[config.mk]
export PLATFORM = sky130hd
export DESIGN_NAME = alu_exec_stage_flat
export DESIGN_NICKNAME = d
export VERILOG_FILES = /design/src/rtl/alu_exec_stage_if.sv /design/src/rtl/alu_exec_stage.sv /design/src/flat_wrapper.sv
export SDC_FILE = /design/constraint.sdc
export NUM_CORES = 1
export LEC_CHECK = 0
export CAP_MARGIN = 5
export CORE_UTILIZATION = 50
export CTS_BUF_LIST = sky130_fd_sc_hd__clkbuf_4 sky130_fd_sc_hd__clkbuf_8
export DETAILED_ROUTE_END_ITERATION = 10
export PLACE_DENSITY = 0.7
export SLEW_MARGIN = 40
export SYNTH_ARGS = -nofsm -noshare
export SYNTH_HDL_FRONTEND = slang
export SYNTH_SLANG_ARGS = --single-unit
export TNS_END_PERCENT = 50
[constraint.sdc]
create_clock -name i_CLK -period 6.5 [get_ports i_CLK]
set_clock_uncertainty 0.2 [all_clocks]
set_input_delay 0.975 -clock i_CLK [delete_from_list [all_inputs] [get_ports i_CLK]]
set_output_delay 0.975 -clock i_CLK [all_outputs]
set_load 0.1 [all_outputs]
[src/rtl/alu_exec_stage_if.sv]
// alu_exec_stage_if: operand/op bundle from decode and write-port bundle to the register bank
interface alu_exec_stage_if;
  logic       i_Valid;
  logic [3:0] i_Op;
  logic [7:0] i_Data1;
  logic [7:0] i_Data2;
  logic [2:0] i_AddrRegDest;
  logic       i_WriteEn;
  logic       o_Stall;
  logic       o_WriteBack;
  logic [2:0] o_AddrRegDest;
  logic [7:0] o_WriteData;
  logic       o_Zero;
  logic       o_Carry;
  logic       o_Neg;
  modport master (
    output i_Valid, i_Op, i_Data1, i_Data2, i_AddrRegDest, i_WriteEn,
    input  o_Stall, o_WriteBack, o_AddrRegDest, o_WriteData, o_Zero, o_Carry, o_Neg
  );
  modport slave (
    input  i_Valid, i_Op, i_Data1, i_Data2, i_AddrRegDest, i_WriteEn,
    output o_Stall, o_WriteBack, o_AddrRegDest, o_WriteData, o_Zero, o_Carry, o_Neg
  );
endinterface

[src/rtl/alu_exec_stage.sv]
// alu_exec_stage: pipelined 8-bit ALU with iterative shift-add MUL driving a delayed-data bank write port
module alu_exec_stage #(
  parameter int DATA_W = 8,
  parameter bit MUL_EN = 1'b1
) (
  input logic i_CLK,
  input logic i_RST,
  alu_exec_stage_if.slave bus
);
  localparam int CW = $clog2(DATA_W);
  typedef enum logic {IDLE, MUL_RUN} state_t;
  state_t state_q, state_d;
  logic [2*DATA_W-1:0] acc_q, acc_d, mcand_q, mcand_d, acc_nx;
  logic [DATA_W-1:0] mplier_q, mplier_d, wdata_q, wdata_d, pdata_q, pdata_d, res;
  logic [DATA_W:0] sum, dif;
  logic [CW-1:0] cnt_q, cnt_d;
  logic [2:0] dest_q, dest_d, addr_q, addr_d;
  logic we_q, we_d, wb_q, wb_d, pend_q, pend_d;
  logic z_q, z_d, c_q, c_d, n_q, n_d;
  logic cy, accept, is_mul, done;
  always_comb begin
    sum = {1'b0, bus.i_Data1} + {1'b0, bus.i_Data2};
    dif = {1'b0, bus.i_Data1} - {1'b0, bus.i_Data2};
    res = bus.i_Data1;
    cy  = 1'b0;
    case (bus.i_Op)
      4'd1:       {cy, res} = sum;
      4'd2, 4'd9: {cy, res} = dif;
      4'd3:       res = bus.i_Data1 & bus.i_Data2;
      4'd4:       res = bus.i_Data1 | bus.i_Data2;
      4'd5:       res = bus.i_Data1 ^ bus.i_Data2;
      4'd6:       res = ~bus.i_Data1;
      4'd7:       {cy, res} = {bus.i_Data1, 1'b0};
      4'd8:       {res, cy} = {1'b0, bus.i_Data1};
      default:    ;
    endcase
  end
  // MUL_RUN takes priority: i_Valid during a stall is dropped, not queued
  always_comb begin
    accept   = bus.i_Valid && state_q == IDLE;
    is_mul   = MUL_EN && bus.i_Op == 4'd10;
    done     = state_q == MUL_RUN && cnt_q == CW'(DATA_W - 1);
    acc_nx   = acc_q + (mplier_q[0] ? mcand_q : '0);
    state_d  = state_q;
    acc_d    = acc_q;
    mcand_d  = mcand_q;
    mplier_d = mplier_q;
    cnt_d    = cnt_q;
    dest_d   = dest_q;
    we_d     = we_q;
    addr_d   = addr_q;
    z_d      = z_q;
    c_d      = c_q;
    n_d      = n_q;
    wb_d     = 1'b0;
    pend_d   = 1'b0;
    pdata_d  = pdata_q;
    wdata_d  = pend_q ? pdata_q : wdata_q;
    if (state_q == MUL_RUN) begin
      acc_d    = acc_nx;
      mcand_d  = mcand_q << 1;
      mplier_d = mplier_q >> 1;
      cnt_d    = cnt_q + 1'b1;
      if (done) begin
        state_d = IDLE;
        wb_d    = we_q;
        pend_d  = we_q;
        pdata_d = acc_nx[DATA_W-1:0];
        addr_d  = dest_q;
        z_d     = acc_nx[DATA_W-1:0] == '0;
        c_d     = |acc_nx[2*DATA_W-1:DATA_W];
        n_d     = acc_nx[DATA_W-1];
      end
    end else if (accept && is_mul) begin
      state_d  = MUL_RUN;
      acc_d    = '0;
      mcand_d  = {{DATA_W{1'b0}}, bus.i_Data1};
      mplier_d = bus.i_Data2;
      cnt_d    = '0;
      dest_d   = bus.i_AddrRegDest;
      we_d     = bus.i_WriteEn;
    end else if (accept && bus.i_Op <= 4'd9) begin
      wb_d    = bus.i_WriteEn && bus.i_Op != 4'd9;
      pend_d  = wb_d;
      pdata_d = res;
      addr_d  = bus.i_AddrRegDest;
      z_d     = res == '0;
      c_d     = cy;
      n_d     = res[DATA_W-1];
    end
  end
  always_ff @(posedge i_CLK) begin
    if (i_RST) begin
      state_q  <= IDLE;
      acc_q    <= '0;
      mcand_q  <= '0;
      mplier_q <= '0;
      cnt_q    <= '0;
      dest_q   <= '0;
      we_q     <= 1'b0;
      addr_q   <= '0;
      z_q      <= 1'b0;
      c_q      <= 1'b0;
      n_q      <= 1'b0;
      wb_q     <= 1'b0;
      pend_q   <= 1'b0;
      pdata_q  <= '0;
      wdata_q  <= '0;
    end else begin
      state_q  <= state_d;
      acc_q    <= acc_d;
      mcand_q  <= mcand_d;
      mplier_q <= mplier_d;
      cnt_q    <= cnt_d;
      dest_q   <= dest_d;
      we_q     <= we_d;
      addr_q   <= addr_d;
      z_q      <= z_d;
      c_q      <= c_d;
      n_q      <= n_d;
      wb_q     <= wb_d;
      pend_q   <= pend_d;
      pdata_q  <= pdata_d;
      wdata_q  <= wdata_d;
    end
  end
  assign bus.o_Stall       = state_q == MUL_RUN;
  assign bus.o_WriteBack   = wb_q;
  assign bus.o_AddrRegDest = addr_q;
  assign bus.o_WriteData   = wdata_q;
  assign bus.o_Zero        = z_q;
  assign bus.o_Carry       = c_q;
  assign bus.o_Neg         = n_q;
endmodule

[src/flat_wrapper.sv]
// flat-port wrapper written by rule: the top's interface ports become plain ports
module alu_exec_stage_flat 
#(
  parameter int DATA_W = 8,
  parameter bit MUL_EN = 1'b1
)
  (i_CLK, i_RST, bus_i_Valid, bus_i_Op, bus_i_Data1, bus_i_Data2, bus_i_AddrRegDest, bus_i_WriteEn, bus_o_Stall, bus_o_WriteBack, bus_o_AddrRegDest, bus_o_WriteData, bus_o_Zero, bus_o_Carry, bus_o_Neg);
  alu_exec_stage_if bus_i ();
  input logic i_CLK;
  input logic i_RST;
  input wire logic [$bits(bus_i.i_Valid)-1:0] bus_i_Valid;
  input wire logic [$bits(bus_i.i_Op)-1:0] bus_i_Op;
  input wire logic [$bits(bus_i.i_Data1)-1:0] bus_i_Data1;
  input wire logic [$bits(bus_i.i_Data2)-1:0] bus_i_Data2;
  input wire logic [$bits(bus_i.i_AddrRegDest)-1:0] bus_i_AddrRegDest;
  input wire logic [$bits(bus_i.i_WriteEn)-1:0] bus_i_WriteEn;
  output wire logic [$bits(bus_i.o_Stall)-1:0] bus_o_Stall;
  output wire logic [$bits(bus_i.o_WriteBack)-1:0] bus_o_WriteBack;
  output wire logic [$bits(bus_i.o_AddrRegDest)-1:0] bus_o_AddrRegDest;
  output wire logic [$bits(bus_i.o_WriteData)-1:0] bus_o_WriteData;
  output wire logic [$bits(bus_i.o_Zero)-1:0] bus_o_Zero;
  output wire logic [$bits(bus_i.o_Carry)-1:0] bus_o_Carry;
  output wire logic [$bits(bus_i.o_Neg)-1:0] bus_o_Neg;
  assign bus_i.i_Valid = bus_i_Valid;
  assign bus_i.i_Op = bus_i_Op;
  assign bus_i.i_Data1 = bus_i_Data1;
  assign bus_i.i_Data2 = bus_i_Data2;
  assign bus_i.i_AddrRegDest = bus_i_AddrRegDest;
  assign bus_i.i_WriteEn = bus_i_WriteEn;
  assign bus_o_Stall = bus_i.o_Stall;
  assign bus_o_WriteBack = bus_i.o_WriteBack;
  assign bus_o_AddrRegDest = bus_i.o_AddrRegDest;
  assign bus_o_WriteData = bus_i.o_WriteData;
  assign bus_o_Zero = bus_i.o_Zero;
  assign bus_o_Carry = bus_i.o_Carry;
  assign bus_o_Neg = bus_i.o_Neg;
  alu_exec_stage #(.DATA_W(DATA_W), .MUL_EN(MUL_EN)) u_core (.i_CLK(i_CLK), .i_RST(i_RST), .bus(bus_i));
endmodule
==> out/qor.yml <==
drc: 0
core_area_sq_um: 9950
critPathSlowestCell: "clkdlybuf4s50_1"
drive_gt1_frac: 0.0763
die_area_sq_um: 10900
post_cts_resize_count: 0
drt_iter0_markers: 337
cts-hold-fix-buffers: 0
track_usage: 0.267
hpwl_mm: 10.1
power_density_nw_per_um2: 186
cpPeakStageDelay_ns: 0.68
setup_viol: 0
p_seq_frac: 0.414
crit_chain: "clkdlybuf4s50_1 -> inv_1 -> ha_1 -> fa_1 -> o21bai_1 -> a21oi_1 -> a221o_1 -> a2111oi_2 -> o2111ai_1 -> nor3_1 -> nand3_1 -> a311oi_2"
syn_inst: 692
status: "complete, no violations"
worst_hold_slack_ns: 0.263
cts_tree: "built"
clkPwrFrac: 0.384
crit_fanout: 8
dr_total_vias: 5011
die_h_um: 104
insertedDiodeCount: 0
fin_cells: 841
fmax_mhz: 236
ff2ff_path_depth: 11
p_leak_nw: 2.40
clk_pin_slew_ns: 0.09
synth-seq-cells: 70
post_cts_buffers: 0
path_class: "input pin to flop"
synth-seq-area-share: 0.268
synth_cell_type_count: 69
finalHoldViolations: 0
overflow: 0
dpl_cell_area_sq_um: 5540
avgSynthCellArea_sq_um: 7.54
cts_htree_levels: 3
setup.worst_path.start_class: "input pin"
cts_buffers: 9
std_cell_rows: 36
wl_mm: 14.2
vdd.ir_drop.worst_v: 0.000137
grt_pass1_wl_mm: 23.5
min_period_over_period: 0.652
setup_tns_ns: 0
wl_per_cell_um: 16.9
power.switching_uw: 339
syn_area_sq_um: 5220
viasPerCell: 5.96
cts.path.max_buffers: 2
regToRegSetupSlack_ns: 3.15
synth_area_leaders: "dfxtp_1 (27%), ha_1 (10%), nor2_1 (7.4%)"
place_inst: 825
rsz0062_at_grt: "false"
hold_depth: 2
synth_nets: 764
yosys_warnings: 0
antenna_found_initial: 0
power.share.switching: 0.315
async_reset_ff_frac: 0
dr.pass1.iters: 5
final_max_slew_viol_count: 0
first_global_vias: 4732
start_util: 0.524
nets: 775
synth_top_area_frac: 0.268
clock-root-buffer: "clkbuf_8"
hold_path_class: "flop to flop"
clock-sinks: 70
maxCapViolCount: 0
numPortBuffers: 42
final_area_sq_um: 5770
worst_ep_required_time_ns: 6.57
worstMarginPinSlew_ns: 0.762
final_antenna_net_count: 0
clk_latency_ns: 0.36
relSlewSlack: 0.492
critPathArrivalTime_ns: 4.31
die_x_um: 104
io-pin-count: 43
worstSetupEndpointType: "flop"
place.gp.congestion: 0.882
p_int_uw: 735
yosys.area.top_type: "dfxtp_1"
syn2layout_area_growth_pct: 10.6
grt_start_max_net_pins: 93
fin_crit_ns: 4.24
synth_flop_cell: "dfxtp_1"
total_power_mw: 1.07
synth-edff-count: 0
p_comb_frac: 0.202
## through the flow
step            util  setup slack [ns]
2_1_floorplan      -              3.06
3_3_place_gp   0.566              2.04
3_5_place_dp   0.557              1.95
4_1_cts        0.580              2.31
5_1_grt        0.580              1.98
6_report       0.580              2.26
## cells in the mapped netlist, types with 3 or more instances
library cell,n
o211ai_1,3
clkbuf_1,30
buf_1,6
nor3b_1,3
a211oi_1,13
nand3_1,8
o21ai_1,5
ha_1,42
nand3b_1,3
and3_1,5
buf_2,5
or3_1,8
o21bai_1,5
inv_1,24
buf_4,3
nand2_1,73
dfxtp_1,70
o22ai_1,5
fa_1,3
mux2i_1,25
nand4_1,3
o31ai_1,5
xor2_1,5
o32ai_1,4
a21o_1,3
nor3_1,20
o21a_1,4
nand2b_1,13
and2_1,18
a21oi_1,77
xnor2_1,10
a32oi_1,3
nor2_1,103
nor2b_1,8
a22oi_1,9
o21ai_0,19
a31oi_1,5
o211a_1,3
## layer usage
layer	GRT usage	vias to the layer above	routed length, um
met5	0	-	0
met2	0.415	172	6260
met4	0.0857	0	293
li1	-	2478	-
met3	0.0764	22	1030
met1	0.355	2339	6620
## sequential cells by signal (all words and copies together), names as in the netlist
signal / count
u_core.acc_q: 16
u_core.bus.o_AddrRegDest: 3
u_core.bus.o_Carry: 1
u_core.bus.o_Neg: 1
u_core.bus.o_Stall: 1
u_core.bus.o_WriteBack: 1
u_core.bus.o_WriteData: 8
u_core.bus.o_Zero: 1
u_core.cnt_q: 3
u_core.dest_q: 3
u_core.mcand_q: 16
u_core.mplier_q: 8
u_core.pdata_q: 7
u_core.we_q: 1
## power by group through the flow
| stage | clock network, mW | logic, mW | registers (mW) |
|---|---|---|---|
| after floorplan | 0 | 0.125 | 0.480 |
| after detailed placement | 0 | 0.212 | 0.454 |
| after CTS | 0.423 | 0.213 | 0.444 |
| after global placement | 0 | 0.215 | 0.454 |
| after global routing | 0.437 | 0.234 | 0.446 |
| final | 0.413 | 0.217 | 0.444 |
## path summary, 6_finish.rpt
kind | from | to
setup reg to reg | u_core.mplier_q[0] | u_core.bus.o_Zero
setup / recovery | bus_i_Data1[0] | u_core.bus.o_Zero
hold reg to reg | u_core.dest_q[1] | u_core.dest_q[1]
hold / removal | u_core.dest_q[1] | u_core.dest_q[1]
## logic make-up (layout without fill, tap and decap cells)
family                   count (synthesis)  after routing  synth area share
AO/OA/AOI/OAI                          191            191             0.242
XOR/XNOR                                15             15            0.0252
adder cells (fa/ha/maj)                 45             45             0.112
buffers and inverters                   69             85            0.0544
flip-flops                              70             70             0.268
multiplexers                            27             27            0.0523
AND/OR/NAND/NOR                        275            275             0.245
## critical path, delay by kind of cell
kind,cells,cell delay [ns]
and+or+nand+nor,2,0.36
AOI/OAI and AO/OA,6,1.51
buffers and inverters,2,0.80
adders and majority gates,2,0.63
## cell usage in the layout (no fill, tap or decap), drive strengths merged, types with 6 or more instances in the layout
master / count
a211oi: 13
a21oi: 77
a22oi: 9
a31oi: 6
and2: 18
buf: 24
clkbuf: 10
clkdlybuf4s50: 21
dfxtp: 70
ha: 42
inv: 25
mux2i: 25
nand2: 73
nand2b: 13
nand3: 8
nor2: 104
nor2b: 8
nor3: 20
o21ai: 24
or3: 8
xnor2: 10
## final cells by class
class	count	area (sq um)
clock inverters	6	95.1
well taps	133	166
multi-input cells	553	3540
fillers	977	4180
repair buffers	45	342
clock buffers	10	131
flip-flops and latches	70	1400
inverters	24	90.1
No activity file was read; power rests on OpenSTA's default activity.
